<file path="config.mk">
export PLATFORM = sky130hd
export DESIGN_NAME = saturation_ctrl
export DESIGN_NICKNAME = d
export VERILOG_FILES = /design/src/rtl/saturation_pkg.sv /design/src/rtl/saturation_ctrl_ramp.sv /design/src/rtl/saturation_ctrl.sv
export SDC_FILE = /design/constraint.sdc
export NUM_CORES = 1
export LEC_CHECK = 0
export CORE_ASPECT_RATIO = 0.7
export CORE_MARGIN = 2
export CORE_UTILIZATION = 55
export CTS_BUF_LIST = sky130_fd_sc_hd__clkbuf_4 sky130_fd_sc_hd__clkbuf_8
export DETAILED_ROUTE_END_ITERATION = 8
export GPL_TIMING_DRIVEN = 0
export PLACE_DENSITY = 0.85
export SETUP_SLACK_MARGIN = 0.2
export SYNTH_ARGS = -nofsm -noshare
export SYNTH_HDL_FRONTEND = slang
export SYNTH_HIERARCHICAL = 1
export SYNTH_SLANG_ARGS = --single-unit
</file>
<file path="constraint.sdc">
create_clock -name clk -period 2.8 [get_ports clk]
set_clock_uncertainty 0.15 [all_clocks]
set_input_delay 0.42 -clock clk [delete_from_list [all_inputs] [get_ports clk]]
set_output_delay 0.42 -clock clk [all_outputs]
set_load 0.03 [all_outputs]
</file>
<file path="src/rtl/saturation_pkg.sv">
// Shared constants and enums for the saturation coefficient controller.
package saturation_pkg;
  localparam int COE_W_DEF = 16;

  // Power-on coefficient set {sat, ycoe0, ycoe1, ycoe2}
  localparam int RST_SAT   = 64;
  localparam int RST_YCOE0 = 19;
  localparam int RST_YCOE1 = 37;
  localparam int RST_YCOE2 = 9;

  typedef enum logic [1:0] {SAT = 2'd0, YCOE0 = 2'd1, YCOE1 = 2'd2, YCOE2 = 2'd3} cfg_addr_e;
  typedef enum logic [1:0] {IDLE = 2'd0, PEND = 2'd1, RAMP = 2'd2} state_e;
endpackage

</file>
<file path="src/rtl/saturation_ctrl_ramp.sv">
// Saturation stepper: moves cur toward target by at most STEP, landing exactly on target.
module saturation_ctrl_ramp #(
  parameter int COE_W    = 16,
  parameter int SAT_STEP = 4
) (
  input  logic [COE_W-1:0] cur_i,
  input  logic [COE_W-1:0] target_i,
  output logic [COE_W-1:0] next_o,
  output logic             done_o
);
  localparam logic [COE_W-1:0] STEP = COE_W'(SAT_STEP);

  // Take a full step unless the remaining distance is within one step
  always_comb begin
    next_o = target_i;
    if (target_i > cur_i) begin
      if (target_i - cur_i > STEP) next_o = cur_i + STEP;
    end else if (cur_i - target_i > STEP) begin
      next_o = cur_i - STEP;
    end
  end

  assign done_o = (next_o == target_i);
endmodule

</file>
<file path="src/rtl/saturation_ctrl.sv">
// Frame-synchronous coefficient controller: host writes shadow regs, a commit arms
// an atomic shadow->active copy on the next vsync rising edge (or on timeout).
// Optional feature macro: SATURATION_CTRL_RAMP_EN (saturation ramps per frame).
module saturation_ctrl
  import saturation_pkg::*;
#(
  parameter int COE_W      = COE_W_DEF,
  parameter int COE_MULT   = 64,
  parameter int SAT_MAX    = 192,
  parameter int VS_TIMEOUT = 2**20,
  parameter int SAT_STEP   = 4
) (
  input  logic             clk,
  input  logic             rst_n,
  input  logic             cfg_wr_i,
  input  logic [1:0]       cfg_addr_i,
  input  logic [COE_W-1:0] cfg_data_i,
  input  logic             cfg_commit_i,
  input  logic             vs_i,
  output logic [COE_W-1:0] saturation_o,
  output logic [COE_W-1:0] ycoe0_o,
  output logic [COE_W-1:0] ycoe1_o,
  output logic [COE_W-1:0] ycoe2_o,
  output logic             busy_o,
  output logic             apply_o,
  output logic             timeout_o
);
  localparam int CNT_W = (VS_TIMEOUT > 2) ? $clog2(VS_TIMEOUT) : 1;
  localparam logic [CNT_W-1:0] CNT_LAST = CNT_W'(VS_TIMEOUT - 1);
  localparam logic [3:0][COE_W-1:0] RST_SET = {COE_W'(RST_YCOE2), COE_W'(RST_YCOE1),
                                               COE_W'(RST_YCOE0), COE_W'(COE_MULT)};

  // Index 0 = sat, 1..3 = ycoe0..2 (matches cfg_addr_e)
  logic [3:0][COE_W-1:0] shadow_q, active_q;
  state_e                state_q, state_d;
  logic [CNT_W-1:0]      cnt_q;
  logic                  vs_q, apply_q, timeout_q;
  logic                  vs_rise, cnt_hit, apply, forced, step, retarget;
  logic [COE_W-1:0]      wr_data;

  assign vs_rise = vs_i & ~vs_q;
  assign cnt_hit = (cnt_q == CNT_LAST);

  // Saturation writes clamp to SAT_MAX; luma coefficients pass through
  always_comb begin
    wr_data = cfg_data_i;
    if (cfg_addr_i == SAT && cfg_data_i > COE_W'(SAT_MAX)) wr_data = COE_W'(SAT_MAX);
  end

`ifdef SATURATION_CTRL_RAMP_EN
  logic [COE_W-1:0] target_q, ramp_tgt, ramp_next;
  logic             retgt_q, ramp_done;

  // A fresh apply or an armed retarget steps toward the shadow sat, else the held target
  assign ramp_tgt = (state_q == PEND || retgt_q) ? shadow_q[SAT] : target_q;

  saturation_ctrl_ramp #(.COE_W(COE_W), .SAT_STEP(SAT_STEP)) u_ramp (
    .cur_i    (active_q[SAT]),
    .target_i (ramp_tgt),
    .next_o   (ramp_next),
    .done_o   (ramp_done)
  );
`endif

  // Next-state and apply decode
  always_comb begin
    state_d  = state_q;
    apply    = 1'b0;
    forced   = 1'b0;
    step     = 1'b0;
    retarget = 1'b0;
    case (state_q)
      IDLE: if (cfg_commit_i) state_d = PEND;
      PEND: if (vs_rise || cnt_hit) begin
        apply  = 1'b1;
        forced = ~vs_rise;
`ifdef SATURATION_CTRL_RAMP_EN
        state_d = ramp_done ? IDLE : RAMP;
`else
        state_d = IDLE;
`endif
      end
`ifdef SATURATION_CTRL_RAMP_EN
      RAMP: if (vs_rise) begin
        step     = 1'b1;
        retarget = retgt_q;
        // A commit landing on the final step must not be lost
        if (ramp_done) state_d = cfg_commit_i ? PEND : IDLE;
      end
`endif
      default: state_d = IDLE;
    endcase
  end

  // State, shadow/active sets, timeout counter and status flags
  always_ff @(posedge clk) begin
    if (!rst_n) begin
      state_q   <= IDLE;
      shadow_q  <= RST_SET;
      active_q  <= RST_SET;
      cnt_q     <= '0;
      vs_q      <= 1'b0;
      apply_q   <= 1'b0;
      timeout_q <= 1'b0;
`ifdef SATURATION_CTRL_RAMP_EN
      target_q  <= COE_W'(COE_MULT);
      retgt_q   <= 1'b0;
`endif
    end else begin
      state_q <= state_d;
      vs_q    <= vs_i;
      apply_q <= apply | step;
      if (cfg_wr_i) shadow_q[cfg_addr_i] <= wr_data;

      if (state_d == PEND && state_q != PEND) cnt_q <= '0;
      else if (state_q == PEND && !cnt_hit)   cnt_q <= cnt_q + 1'b1;

      if (apply) begin
        active_q[3:1] <= shadow_q[3:1];
        timeout_q     <= forced;
`ifdef SATURATION_CTRL_RAMP_EN
        active_q[SAT] <= ramp_next;
        target_q      <= shadow_q[SAT];
`else
        active_q[SAT] <= shadow_q[SAT];
`endif
      end

`ifdef SATURATION_CTRL_RAMP_EN
      if (step) begin
        active_q[SAT] <= ramp_next;
        if (retarget) begin
          target_q      <= shadow_q[SAT];
          active_q[3:1] <= shadow_q[3:1];
        end
      end
      // Commit during a ramp arms a retarget for the next frame edge
      if (step)                               retgt_q <= cfg_commit_i && state_d == RAMP;
      else if (state_q == RAMP && cfg_commit_i) retgt_q <= 1'b1;
`endif
    end
  end

  assign saturation_o = active_q[SAT];
  assign ycoe0_o      = active_q[YCOE0];
  assign ycoe1_o      = active_q[YCOE1];
  assign ycoe2_o      = active_q[YCOE2];
  assign busy_o       = (state_q != IDLE);
  assign apply_o      = apply_q;
  assign timeout_o    = timeout_q;
endmodule

</file>
# Word-level counts from Yosys, hierarchy flattened
# Index checks and enable logic that the tools add are counted.
dict set report op_classes {
  mul 0
  n_mux 11
  div 0
  addsub 1
  n_lt_le_gt_ge 3
  n_eq_ne 4
  bitwise 4
  reduce_logical 10
  n_shift 0
}
# operator count
set ops {}
lappend ops {{64-bit bitwise mux} 1}
lappend ops {{16-bit demux with 2-bit select} 1}
lappend ops {{16-bit two-way mux} 2}
lappend ops {{20-bit by 1-bit adder with 20-bit output (second input constant)} 1}
lappend ops {{20-bit equality test (second input constant)} 1}
lappend ops {{16-bit by 8-bit > comparator with 1-bit output (second input constant)} 1}
lappend ops {{2-bit by 1-bit equality test with 1-bit output (second input constant)} 2}
lappend ops {{1-bit logical AND} 4}
lappend ops {{2-bit logical NOT} 2}
lappend ops {{1-bit two-way mux} 4}
lappend ops {{2-bit two-way mux} 2}
lappend ops {{2-bit case mux with 2 select lines} 1}
lappend ops {{2-bit by 3-bit less-than comparator with 1-bit output (second input constant)} 1}
lappend ops {{1-bit NOT} 3}
lappend ops {{2-bit by 1-bit >= comparator with 1-bit output (second input constant)} 1}
lappend ops {{2-bit by 1-bit inequality test with 1-bit output (second input constant)} 1}
lappend ops {{2-bit nonzero test} 1}
lappend ops {{2-bit OR reduction} 1}
lappend ops {{1-bit AND} 1}
lappend ops {{1-bit logical NOT} 1}
lappend ops {{1-bit logical OR} 1}
dict set report totals {
  out_inout_bits 67
  mem_bits_ro 0
  latchBits 0
  memories 0
  inputBits 23
  mem_bits_rw 0
  regBits 153
}

# Logic depth before layout (Yosys ltp)
dict set report depth {
  depth_word 8
  ltp_mapped 8
}

# Worst setup path before layout
# Ideal clock, no wire load.
dict set report synth_path {
  path_type {reg-to-reg}
  startpoint {reg cnt_q[0]}
  endpoint {reg active_q (netlist bit saturation_o[6])}
  required_time_ns 2.521
  path_buffers 2
  path_stages_with_launch 9
  slack_ns 0.873
  setup_time_ns 0.129
  period_less_slack_ns 1.927
  t_arrival_ns 1.647
  cell_sequence {dfxtp_1 ha_1 nand3b_1 nor4_4 a21oi_2 buf_6 buf_6 mux2i_1 nand2_1}
}
dict set report synth_between {
  elab_chain_len 4
}
# item line
set synth_lines {}
lappend synth_lines {{from (decl)} saturation_ctrl.sv:36} ;# logic [CNT_W-1:0] cnt_q;
lappend synth_lines {{from (signal assigned)} saturation_ctrl.sv:116} ;# else if (state_q == PEND && !cnt_hit) cnt_q <= cnt_q + 1'b1;
lappend synth_lines {{20-bit equality test} saturation_ctrl.sv:42} ;# assign cnt_hit = (cnt_q == CNT_LAST);
lappend synth_lines {{1-bit logical OR} saturation_ctrl.sv:74} ;# PEND: if (vs_rise || cnt_hit) begin
lappend synth_lines {{1-bit two-way mux} saturation_ctrl.sv:74}
lappend synth_lines {{1-bit two-way mux} saturation_ctrl.sv:72} ;# case (state_q)
lappend synth_lines {{to (signal, indexed assignment)} saturation_ctrl.sv:125} ;# active_q[SAT] <= shadow_q[SAT];
lappend synth_lines {{to (decl)} saturation_ctrl.sv:34} ;# logic [3:0][COE_W-1:0] shadow_q, active_q;
# No other way between the ends.
# A chain may end at the register's enable or synchronous reset.

# Worst setup path after layout
dict set report layout_path {
  startpoint {reg cnt_q[0]}
  endpoint {reg active_q (netlist bit ycoe0_o[13])}
}
# Same word-level chain as after synthesis.

==> reports/qor.csv <==
metric,value,unit
rows,31,
wl,14.9,mm
cp-end-kind,flip-flop,
synth_edf_count,0,
antenna_left,0,
cts_root_buf,clkbuf_8,
grt_first_pass_wirelength,23.5,mm
r2r_start,cnt_q[0],
htreeDepth,4,
die_w,126,um
grt_pass1_vias,4835,
fmax,415,MHz
synth.distinct_cells,44,
layout-drive-gt1-share,5.95,%
min_path_type,reg2reg,
pre_cts_ws,0.245,ns
timing.setup.tns,0,ns
avgSynthCellArea,8.56,um^2
rrSetupSlack,0.39,ns
syn_inst,673,
crit_path_end,ycoe0_o[13],
grt_usage,26.4,%
cpMaxStageDelayCell,dfxtp_1,
wl_per_cell,16.2,um
synth-main-ff-cell,dfxtp_1,
tightest_slew,1.14,ns
path_max_fanout,10,
dieArea,11300,um^2
clk_path_buf_depth,2,
synth.top_cell.area_share,53.1,%
ctsHoldBuffers,0,
syn_nets,697,
p_switching,930,uW
p_clk_share,40.4,%
pwr-share-comb,5.3,%
crit_start,cnt_q[0],
max_cap_violations,0,
area_growth,24.8,%
ir_drop,325,uV
cts_buffers,17,
nNetsFinal,803,
rsz0062_at_grt,false,
worst_r2r_endpoint,ycoe0_o[13],
pin_count,90,
swShare,22.7,%
status,"finished, final reports clean",
synthArstFlopShare,0,%
critPathLaunchType,flip-flop,
required,2.96,ns
power.density,569,nW/um^2
via_per_inst,5.63,
die_h,89.6,um
synth_seq_cells,153,
synth.top_cells.by_area,"dfxtp_1, nand2_1, nand3_1",
design_area,7190,um^2
clock-sinks,153,
place_area,6800,um^2
cts-resized-gates,0,
synth_top_area_cell,dfxtp_1,
p_seq_share,54.3,%
finalCriticalPeriod,2.41,ns
p_int,3.16,mW
path_cells,ha_1 -> nand3b_1 -> nor4_4 -> a21oi_2 -> buf_6 -> buf_2 -> nand3_1 -> o21ai_0,
synth-warning-count,6,
clk_pin_slew,0.08,ns
drv_slew,0,
slew_headroom,23.2,%
syn-cell-area,5760,um^2
grt_max_degree,17,
drt_iter0_drc,379,
route.detailed.drc,0,
drt_pre_antenna_iters,5,
place.gp.congestion,0.826,
vias,5194,
r2r_cells,8,
postCtsSetupBuffers,0,
finalSetupViolations,0,
grt_overflow,0,
diodes,0,
period_share,86.0,%
max_stage_delay,0.43,ns
cts_tree,yes,
start_util,56.1,%
io_buffer_count,87,
fin_ws,0.391,ns
p_leak,2.58,nW
grt_antenna_before_repair,0,
crit_type,reg2reg,
dpl.hpwl,10.8,mm
crit_arrival,2.57,ns
core,10300,um^2
hold_viol,0,
clock_latency,0.44,ns
seq_area_frac_synth,53.1,%
==> registers in the layout, indices dropped and copies added (netlist names) <==
signal	count
apply_o	1
cnt_q	20
saturation_o	16
shadow_q	64
state_q	2
timeout_o	1
vs_q	1
ycoe0_o	16
ycoe1_o	16
ycoe2_o	16
==> metrics by stage <==
| stage | std cells | util [%] | hold WS, ns | power, mW |
|---|---|---|---|---|
| floorplan | 673 | - | 0.281 | 2.38 |
| global placement | 892 | 66.1 | 0.293 | 2.47 |
| detailed placement | 892 | 66.1 | 0.303 | 2.48 |
| CTS | 922 | 70.0 | 0.312 | 4.10 |
| global route | 922 | 70.0 | 0.331 | 4.22 |
| finish | 922 | 70.0 | 0.312 | 4.09 |
==> power groups by stage <==
stage	sequential [mW]	combinational (mW)	clock, mW
3_5_place_dp	2.27	0.210	0
4_1_cts	2.22	0.211	1.66
2_1_floorplan	2.27	0.114	0
5_1_grt	2.22	0.234	1.76
6_report	2.22	0.216	1.65
3_3_place_gp	2.27	0.201	0
==> Yosys cell counts (all sizes together), types with 4 or more instances <==
master    n
mux2i    10
a21boi   40
nand3    75
nand2   166
o21ai    61
nand4     5
nor4      5
nor2     24
and3     15
xor2     14
a21oi     6
dfxtp   153
a22oi     6
nor2b     8
buf      14
inv       4
clkbuf   35
==> how the worst min path moves through the flow <==
stage / startpoint / to / slack, ns / cells past startpoint
after floorplan: shadow_q[10] / saturation_o[10] / 0.28 / 2
after global placement: shadow_q[8] / saturation_o[8] / 0.29 / 2
after detailed placement: shadow_q[11] / saturation_o[11] / 0.30 / 2
after CTS: shadow_q[8] / saturation_o[8] / 0.31 / 2
after global routing: shadow_q[11] / saturation_o[11] / 0.33 / 2
final: shadow_q[8] / saturation_o[8] / 0.31 / 2
==> cell usage in the layout (no fill, tap or decap), types with 2 or more instances in the layout <==
master,n
nand2_1,166
dfxtp_1,153
clkdlybuf4s50_1,87
nand3_1,75
o21ai_0,60
a21boi_0,40
clkbuf_1,35
nor2_1,24
clkbuf_8,21
and3_1,15
xor2_1,14
mux2i_1,10
nor2b_1,8
buf_2,7
a22oi_1,6
buf_1,5
a21oi_1,5
inv_1,4
nor4_1,4
clkinv_2,4
nand4_1,3
a31oi_1,3
o211ai_1,3
or2_2,2
and4_1,2
nand3b_1,2
buf_6,2
or3_1,2
a211oi_1,2
o2111ai_1,2
and2_1,2
nor3b_1,2
clkinvlp_4,2
bufinv_16,2
==> metal layers <==
layer | global-route usage (%) | vias up | share of wire [%]
met5 | 0 | - | 0
li1 | - | 2493 | -
met4 | 9.89 | 0 | 1.9
met1 | 35.6 | 2472 | 45
met3 | 6.64 | 30 | 6.6
met2 | 41.7 | 199 | 46
==> layout make-up <==
| class | count | area (um^2) |
|---|---|---|
| buffer | 49 | 208 |
| clock buffer | 22 | 297 |
| clock inverter | 8 | 95.1 |
| fill | 751 | 3090 |
| inverter | 4 | 15.0 |
| multi-input combinational | 467 | 2480 |
| sequential | 153 | 3060 |
| tap | 132 | 165 |
| timing repair buffer | 87 | 871 |
==> cell families after synthesis <==
kind of cell / count (synthesis) / synth area share [%]
fa+ha+maj: 1 / 0.217
simple gates: 316 / 25.4
mux: 10 / 1.74
flops: 153 / 53.1
other cells: 1 / 0.0651
xor+xnor: 14 / 2.13
compound gates: 125 / 13.5
buf+inv: 53 / 3.86
==> worst max-delay path: cells and delay by family (launching register included) <==
family / cells / cell delay (ns)
adder cells (fa/ha/maj): 1 / 0.34
AO/OA/AOI/OAI: 2 / 0.27
AND/OR/NAND/NOR: 3 / 0.68
flip-flops: 1 / 0.43
buffers and inverters: 2 / 0.39
Note: power is estimated with default switching activity, not from simulation.
